==> src/rtl/if_fetch_ctrl.sv <==
`default_nettype none
// ============================================================================
// Module      : if_fetch_ctrl
// Description : Fetch PC generator / redirect controller with one-entry
//               IF/ID holding buffer. Optional macro: NPC_ALIGN_CHK_EN.
// Revision    : 1.0 - initial release
// ============================================================================
module if_fetch_ctrl #(
  parameter logic [31:0] RESET_PC = 32'h0000_0000
) (
  input  logic        cpu_clk,
  input  logic        cpu_rst_n,
  input  logic        ex_is_jump,
  input  logic [31:0] ex_npc,
  input  logic        id_stall,
  output logic        imem_req,
  output logic [31:0] imem_addr,
  input  logic        imem_gnt,
  input  logic        imem_rvalid,
  input  logic [31:0] imem_rdata,
  output logic        if_valid,
  output logic [31:0] if_pc,
  output logic [31:0] if_pc4,
  output logic [31:0] if_inst,
  output logic        flush_ifid,
  output logic        flush_idex,
  output logic        misalign
);

  typedef enum logic [1:0] {
    S_BOOT = 2'd0,
    S_REQ  = 2'd1,
    S_WAIT = 2'd2
  } state_t;

  state_t      state_q, state_d;
  logic [31:0] pc_q, pc_d;
  logic [31:0] req_pc_q, req_pc_d;
  logic [31:0] if_pc_q, if_pc_d;
  logic [31:0] if_inst_q, if_inst_d;
  logic        kill_q, kill_d;
  logic        if_valid_q, if_valid_d;
  logic        req;

  always_comb begin
    state_d    = state_q;
    pc_d       = pc_q;
    req_pc_d   = req_pc_q;
    kill_d     = kill_q;
    if_valid_d = if_valid_q && id_stall;
    if_pc_d    = if_pc_q;
    if_inst_d  = if_inst_q;
    req        = 1'b0;

    case (state_q)
      S_BOOT: state_d = S_REQ;
      S_REQ: begin
        req = !ex_is_jump && !(if_valid_q && id_stall);
        if (req && imem_gnt) begin
          req_pc_d = pc_q;
          pc_d     = pc_q + 32'd4;
          state_d  = S_WAIT;
        end
      end
      S_WAIT: begin
        if (imem_rvalid) begin
          kill_d  = 1'b0;
          state_d = S_REQ;
          // A same-cycle redirect drops the response instead of arming kill.
          if (!kill_q && !ex_is_jump) begin
            if_valid_d = 1'b1;
            if_pc_d    = req_pc_q;
            if_inst_d  = imem_rdata;
          end
        end else if (ex_is_jump) begin
          kill_d = 1'b1;
        end
      end
      default: state_d = S_BOOT;
    endcase

    if (ex_is_jump) begin
      pc_d       = {ex_npc[31:2], 2'b00};
      if_valid_d = 1'b0;
    end
  end

  always_ff @(posedge cpu_clk or negedge cpu_rst_n) begin
    if (!cpu_rst_n) begin
      state_q    <= S_BOOT;
      pc_q       <= RESET_PC;
      req_pc_q   <= 32'h0;
      kill_q     <= 1'b0;
      if_valid_q <= 1'b0;
      if_pc_q    <= 32'h0;
      if_inst_q  <= 32'h0;
    end else begin
      state_q    <= state_d;
      pc_q       <= pc_d;
      req_pc_q   <= req_pc_d;
      kill_q     <= kill_d;
      if_valid_q <= if_valid_d;
      if_pc_q    <= if_pc_d;
      if_inst_q  <= if_inst_d;
    end
  end

  assign imem_req   = req;
  assign imem_addr  = pc_q;
  assign if_valid   = if_valid_q;
  assign if_pc      = if_pc_q;
  assign if_pc4     = if_pc_q + 32'd4;
  assign if_inst    = if_inst_q;
  assign flush_ifid = ex_is_jump;
  assign flush_idex = ex_is_jump;

`ifdef NPC_ALIGN_CHK_EN
  logic misalign_q, misalign_d;

  always_comb begin
    misalign_d = ex_is_jump && (ex_npc[1:0] != 2'b00);
  end

  always_ff @(posedge cpu_clk or negedge cpu_rst_n) begin
    if (!cpu_rst_n) begin
      misalign_q <= 1'b0;
    end else begin
      misalign_q <= misalign_d;
    end
  end

  assign misalign = misalign_q;
`else
  logic unused_npc_lsb;
  assign unused_npc_lsb = ^ex_npc[1:0];
  assign misalign       = 1'b0;
`endif

endmodule
`default_nettype wire
==> config.mk <==
export PLATFORM = sky130hd
export DESIGN_NAME = if_fetch_ctrl
export DESIGN_NICKNAME = d
export VERILOG_FILES = /design/src/rtl/if_fetch_ctrl.sv
export SDC_FILE = /design/constraint.sdc
export NUM_CORES = 1
export LEC_CHECK = 0
export ABC_AREA = 1
export CAP_MARGIN = 20
export CORE_AREA = 2 2 122 124
export DETAILED_ROUTE_END_ITERATION = 8
export DIE_AREA = 0 0 124 126
export PLACE_DENSITY_LB_ADDON = 0.12
export SLEW_MARGIN = 20
export SYNTH_ARGS = -nofsm -noshare
export SYNTH_HDL_FRONTEND = slang
export SYNTH_SLANG_ARGS = --single-unit
==> constraint.sdc <==
create_clock -name cpu_clk -period 2 [get_ports cpu_clk]
set_input_delay 0.5 -clock cpu_clk [delete_from_list [all_inputs] [get_ports cpu_clk]]
set_output_delay 0.5 -clock cpu_clk [all_outputs]
set_load 0.01 [all_outputs]
==> results of run 1 <==
## synth_stat cells (all sizes together)
master	number	area share
xnor2	7	0.0091
o21ai	95	0.071
buf	26	0.033
ha	2	0.0037
nand3	53	0.043
a22oi	11	0.020
nand4	2	0.0019
nor3b	1	0.0011
and2	1	0.00093
inv	110	0.062
xor2	17	0.022
nand2	280	0.16
a21boi	10	0.012
a21oi	7	0.0052
clkbuf	11	0.0061
conb	1	0.00056
nor3	15	0.011
o21bai	3	0.0034
nor2	80	0.050
o211ai	1	0.0011
dfrtp	126	0.47
or2	5	0.0047
nand3b	10	0.011
## flip-flops by register name (all words and copies together), names as in the netlist
signal,count
req_pc_q,30
if_valid,1
kill_q,1
if_inst,32
imem_addr,30
state_q,2
if_pc,30
## metrics by stage
step	setup TNS, ps	std cells	power, mW	hold WS (ps)	setup WS (ps)
finish	-6465	1383	11.72	480.6	-311.6
global route	-8838	1383	12.42	508.3	-416.2
CTS	-6215	1376	11.60	486.2	-309.7
detailed placement	-18160	1321	8.078	447.3	-448.0
global placement	-15140	1321	7.970	450.5	-386.5
floorplan	0	880	5.520	204.4	89.03
## report_power, final
| group | switching, mW | internal [mW] | total (mW) |
|---|---|---|---|
| clock | 1.15 | 2.32 | 3.47 |
| sequential | 0.557 | 3.36 | 3.92 |
| combinational | 2.12 | 2.21 | 4.33 |
| total | 3.83 | 7.89 | 11.7 |
## cell usage in the layout, fill, tap and decap left out, types with 10 or more instances in the layout
cell type        netlist  final
nand3b_1              10     10
inv_1                108    101
clkdlybuf4s50_1        0    134
a22oi_2               11     11
nor2_1                72     48
clkbuf_16              0     17
dfrtp_1              126    106
dlygate4sd2_1          0     22
dfrtp_2                0     20
buf_4                 10    103
nor2_4                 1     18
nand3_1               50     47
o21ai_0               79     79
nand2_2                0     20
nor2_2                 6     13
buf_2                  5     22
o21ai_1               16     16
xor2_1                17     15
nand2_1              280    255
buf_6                 11     28
## logic make-up (layout without fill, tap and decap cells)
kind of cell    after synthesis  in the layout  synth area share
other cells                   1              7         0.0005579
fa+ha+maj                     2              2          0.003722
buf+inv                     147            466            0.1016
flops                       126            126            0.4691
xor+xnor                     24             24           0.03127
simple gates                447            447            0.2805
compound gates              127            127            0.1132
## timing repair
| item | in CTS | in global routing |
|---|---|---|
| endpoints found under the setup margin | 51 | 50 |
| pin swaps | 37 | 38 |
| setup buffers | 24 | 7 |
| resized for setup | 227 | 80 |
| hold buffers | 1 | 0 |
| hold endpoints to repair | 1 | 0 |
## worst paths after layout
path / to / slack, ps / cells after the start
max: if_pc4[16] / -310 / 6
min: if_inst[7] / 480 / 2
max reg2reg: imem_addr[30] / 270 / 8
min reg2reg: if_inst[7] / 480 / 2
max in group asynchronous: if_inst[31] / 840 / 3
min in group asynchronous: if_inst[19] / 540 / 2
## layer usage
| layer | routed length, µm | share of wire | vias to the layer above |
|---|---|---|---|
| met5 | 0 | 0 | - |
| met4 | 691 | 0.033 | 0 |
| met3 | 1502 | 0.072 | 46 |
| met2 | 10110 | 0.48 | 257 |
| met1 | 8569 | 0.41 | 3146 |
| li1 | - | - | 3358 |
## critical path: cells and delay by family (launching register included)
family                 cells  cell delay [ps]
AND/OR/NAND/NOR            3              510
flip-flops                 1              410
buffers and inverters      2              280
XOR/XNOR                   1              180
## final cells by class
class | count | share of cell area
multi-input cells | 607 | 0.3098
flip-flops and latches | 126 | 0.2945
repair buffers | 324 | 0.2732
clock buffers | 20 | 0.04325
inverters | 110 | 0.03896
well taps | 184 | 0.02133
clock inverters | 12 | 0.01901
==> reports/qor.yml, run 1 <==
worst_hold_path:
  min_path_type: "register to register"
  min_from: "if_inst[7]"
setup_path:
  critPathArrivalTime_ps: 1810
  crit_chain: "inv_1 > nor3_4 > nand2_2 > nor2_2 > xor2_1 > buf_2"
  max_stage_delay_ps: 410
  crit_path_top_delay_cell: "dfrtp_1"
  critPathLaunchType: "register"
  critPathKind: "register to output pin"
  r2r-start: "imem_addr[3]"
  required_ps: 1500
  crit_fanout: 3
  cp-end-kind: "output pin"
  worstSetupStartpoint: "if_pc[5]"
clock_network:
  path_clk_slew_ps: 60
  htree_levels: 4
  clk_latency_ps: 420
  cts_buffers: 17
  root_buffer: "clkbuf_16"
  clock-sinks: 126
  cts_tree: "yes"
  clockBufferDepth: 2
route:
  drcViolationCount: 0
  vias: 6807
  firstDrtPassIters: 4
  drt_wl_total_mm: 20.87
  first_iter_violations: 375
  routedWlPerCell_um: 15.09
  ant_nets: 0
  viasPerCell: 4.922
logic_synthesis:
  ys_ff_latch: 126
  postSynthCellCount: 874
  netlist-cell-type-count: 35
  seq_area_frac_synth: 0.4691
  ys_warn_count: 0
  netlist_area_um2: 6721
  syn_area_per_cell_um2: 7.690
die:
  design.die.area_um2: 15620
  die_width_um: 124
  io_pins: 203
  core_um2: 14310
  core.rowCount: 44
  initial_core_util: 0.4696
  die_y_um: 126
finish:
  design_area_um2: 10790
  multi_input_area_um2: 3343
  final_layout_size_suffix_gt1_frac: 0.2652
  area_delta_synth_final_pct: 60.55
  nets: 1258
  final_core_util: 0.7539
  fillers: 1069
  regArea_um2: 3178
  antennaDiodeCount: 0
outcome:
  violations: "setup timing"
  status: "complete, but fails checks"
global_route:
  grt_max_degree: 65
  top_usage_layer: "met2"
  first_global_vias: 6582
  gr-total-overflow: 0
  use_met3: 0.06567
  grt_pass1_wl_mm: 32.10
  grtUsageTotal: 0.2655
  grt_use_met1: 0.3312
  grt_util_met2: 0.4412
  antenna_found_initial: 0
placed_design:
  placed_area_um2: 9479
  dpl.hpwl_mm: 14.68
  io_buffers: 193
  place.gp.congestion: 0.8889
sta:
  post-route-period-util: 1.156
  drv_slew: 0
  fmax_ghz: 0.4326
  fin_ws_ps: -311.6
  layout_min_cycle_time_ps: 2312
  skew_ps: 6.350
  rsz0062_at_grt: "yes"
  hold_viol_final: 0
  final-setup-viol-count: 27
pwr:
  ir_worst_vdd_mv: 0.6623
  power.density_nw_per_um2: 1086
  p_leak_nw: 5.249
flow_run:
  max_cap_viol_count: 0
No activity file was read; power rests on OpenSTA's default activity.
==> inputs of run 2 (changes only) <==
- CAP_MARGIN: 20 -> 0
==> results of run 2 <==
The final DEF is identical to that of run 1; final timing and power are the same.
==> inputs of run 3 (changes only) <==
- ABC_AREA: 1 -> 0
- CORE_AREA: 2 2 122 124 -> 2 2 117 119
- DIE_AREA: 0 0 124 126 -> 0 0 119 121
- SLEW_MARGIN: 20 -> not set
==> run 3 against run 2 <==
Net effect: the run still ends with setup timing left; clock skew shrank 0.73 ps; cell area shrank 11%; die area shrank 7.8%; final cell count shrank 25%; synthesized cell count shrank 35%; sequential share of layout area grew 3.7 points; non-clock buffer count shrank 40; largest cell class is now registers; largest power group is now sequential cells.
==> reports/qor.yml, run 3 <==
outcome:
  status: "complete, but fails checks"
  violations: "setup timing"
worst_hold_path:
  min_from: "ex_is_jump"
  min_to: "if_valid"
  whs_path_depth: 3  # +1
  min_path_type: "input pin to register"
global_route:
  first_global_vias: 5294  # -20%
  gr-total-overflow: 0  # unchanged
  grt_pass1_wl_mm: 26.73  # -17%
  antenna_found_initial: 0  # unchanged
  grt_max_degree: 46  # -29%
  grtUsageTotal: 0.2362  # -0.02934
finish:
  final_layout_size_suffix_gt1_frac: 0.3107  # +0.04553
  final_common_cell: "clkdlybuf4s50_1"
  area_delta_synth_final_pct: 60.57  # about the same
  antennaDiodeCount: 0  # unchanged
  fillers: 905  # -15%
  nets: 916  # -27%
  largest_reg_flops: 32  # unchanged
  design_area_um2: 9553  # -11%
  instances_no_fill: 1032  # -25%
  final_core_util: 0.7301  # -0.02387
  final_cell_mix: "clkdlybuf4s50_1, nand2_1, dfrtp_1"
setup_path:
  crit_fanout: 3  # unchanged
  critical-path-top-delay-family: "simple AND/OR/NAND/NOR gates"
  critPathLaunchType: "register"
  crit_chain: "ha_4 > nand4_1 > nor3_2 > and3_4 > buf_6 > nand3_4 > xnor2_2 > buf_2"
  critPathArrivalTime_ps: 2050  # +240 ps
  path_depth: 8  # +2
  worstRegToRegCells: 6  # -2
  max_stage_delay_ps: 400  # about the same
  critPathBufInv: 2  # unchanged
  required_ps: 1500  # about the same
  r2r-start: "imem_addr[6]"
  ff2ff_setup_slack_ps: 180  # -90 ps
  rr_endpoint: "imem_addr[30]"
  cp-end-kind: "output pin"
  critPathKind: "register to output pin"
  crit_path_top_delay_cell: "dfrtp_1"
sta:
  slew_headroom: 0.5894
  layout_min_cycle_time_ps: 2547  # +235.4 ps
  hold_viol_final: 0  # unchanged
  final.setup.tns_ps: -9735  # -3269 ps
  fmax_ghz: 0.3926  # -9.2%
  fin_ws_ps: -547.0  # -235.4 ps
  hold-worst-slack_ps: 427.6  # -53.06 ps
  rsz0062_at_grt: "yes"
  final-setup-viol-count: 25  # -7.4%
  drv_slew: 0  # unchanged
  skew_ps: 5.618  # -0.7319 ps
  post-route-period-util: 1.273  # +0.1177
  worst_slew_pin_slew_ps: 615.3
logic_synthesis:
  postSynthCellCount: 569  # -35%
  yosysTopAreaCell: "dfrtp_1"
  netlist_area_um2: 5949  # -11%
  synthTopCellsByArea: "dfrtp_1, mux2_2, nand2_1, xnor2_1, nand3_1"
  ys_warn_count: 0  # unchanged
  netlist-cell-type-count: 46  # +31%
  synth_top_flop_cell: "dfrtp_1"
  ys_async_sr_fraction: 1.000  # unchanged
  synth_most_common_cell: "dfrtp_1"
  syn_area_per_cell_um2: 10.46  # +36%
  seq_area_frac_synth: 0.5300  # +0.06087
  yosysTopAreaCellShare: 0.5300  # +0.06087
  synth_edf_count: 0  # unchanged
  ys_ff_latch: 126  # unchanged
  ys_top_cells_by_count: "dfrtp_1, nand2_1, mux2_2, nand3_1, o21ai_0"
flow_run:
  max_cap_viol_count: 0  # unchanged
route:
  vias: 5319  # -22%
  drcViolationCount: 0  # unchanged
  ant_nets: 0  # unchanged
  viasPerCell: 5.154  # +4.7%
  routedWlPerCell_um: 16.36  # +8.4%
  drt_wl_total_mm: 16.89  # -19%
  first_iter_violations: 359  # -4.3%
  firstDrtPassIters: 4  # unchanged
pwr:
  power.density_nw_per_um2: 1152  # +6.1%
  ir_worst_vdd_mv: 0.6360  # -4.0%
  p_leak_nw: 4.712  # -10%
  total_power_mw: 11.00  # -6.1%
placed_design:
  place.gp.congestion: 0.8550  # -3.8%
  post-place-ws_ps: -568.4  # -120.4 ps
  placed_area_um2: 8569  # -9.6%
  dpl.hpwl_mm: 11.66  # -21%
  io_buffers: 193  # unchanged
  placedCellCount: 981  # -26%
clock_network:
  clockBufferDepth: 2  # unchanged
  cts_tree: "yes"
  path_clk_slew_ps: 50  # about the same
  cts_buffers: 17  # unchanged
  root_buffer: "clkbuf_16"
  clk_latency_ps: 410  # about the same
  htree_levels: 4  # unchanged
  clock-sinks: 126  # unchanged
die:
  core.rowCount: 42  # -4.5%
  die_y_um: 121  # -4.0%
  die_width_um: 119  # -4.0%
  io_pins: 203  # unchanged
  initial_core_util: 0.4547  # -0.01490
  core_um2: 13090  # -8.6%
  design.die.area_um2: 14400  # -7.8%
-- run 3: logic make-up (layout without fill, tap and decap cells) --
| group | count (synthesis) | after routing | share of synthesized area |
|---|---|---|---|
| and+or+nand+nor | 235 | 235 | 0.1893 |
| adders and majority gates | 2 | 2 | 0.004205 |
| DFF | 126 | 126 | 0.5300 |
| other | 1 | 7 | 0.0006303 |
| buffers and inverters | 44 | 325 | 0.03702 |
| AOI/OAI and AO/OA | 66 | 66 | 0.07277 |
| muxes | 63 | 63 | 0.1190 |
| xor gates and xnor gates | 32 | 32 | 0.04711 |
-- run 3: cell type report --
type / count / area (µm²) / area share
sequential: 126 / 3164 / 0.3312
multi-input combinational: 405 / 2898 / 0.3033
timing repair buffer: 284 / 2592 / 0.2714
clock buffer: 25 / 485.5 / 0.05082
tap: 176 / 220.2 / 0.02305
clock inverter: 6 / 155.1 / 0.01624
inverter: 10 / 37.54 / 0.003929
-- run 3: report_power, final --
part	switching [mW]	total (mW)	leakage [nW]	internal, mW
Clock	1.04	3.34	0.312	2.30
Combinational	1.66	3.82	2.79	2.16
Sequential	0.532	3.85	1.61	3.32
Total	3.23	11.0	4.71	7.78
-- run 3: how the worst max path moves through the flow --
stage                        start       endpoint  slack (ps)
after CTS                 if_pc[3]     if_pc4[16]        -540
after global routing      if_pc[3]     if_pc4[20]        -670
final                     if_pc[3]     if_pc4[16]        -550
after global placement    if_pc[2]     if_pc4[26]        -470
after floorplan           if_pc[3]     if_pc4[20]         -20
after detailed placement  id_stall  imem_addr[15]        -570
-- run 3: worst register-to-register path, stage by stage, from the launching register on --
cell and delay, ps:
dfrtp_1 410, and3_1 220, and3_1 380, buf_4 210, nand4_1 110, or3_1 330, nand3_1 90
-- run 3: per-layer routing --
| layer | vias up | wire (µm) | GRT usage |
|---|---|---|---|
| li1 | 2522 | - | - |
| met1 | 2511 | 7270 | 0.3066 |
| met2 | 250 | 8087 | 0.3779 |
| met3 | 36 | 1126 | 0.05733 |
| met4 | 0 | 403 | 0.1034 |
| met5 | - | 0 | 0 |
-- run 3: repair_timing --
item | in CTS | in global routing
hold buffers | 1 | 0
endpoints found under the setup margin | 45 | 52
pin swaps | 23 | 24
hold endpoints to repair | 2 | 0
setup buffers | 17 | 10
resized for setup | 157 | 53
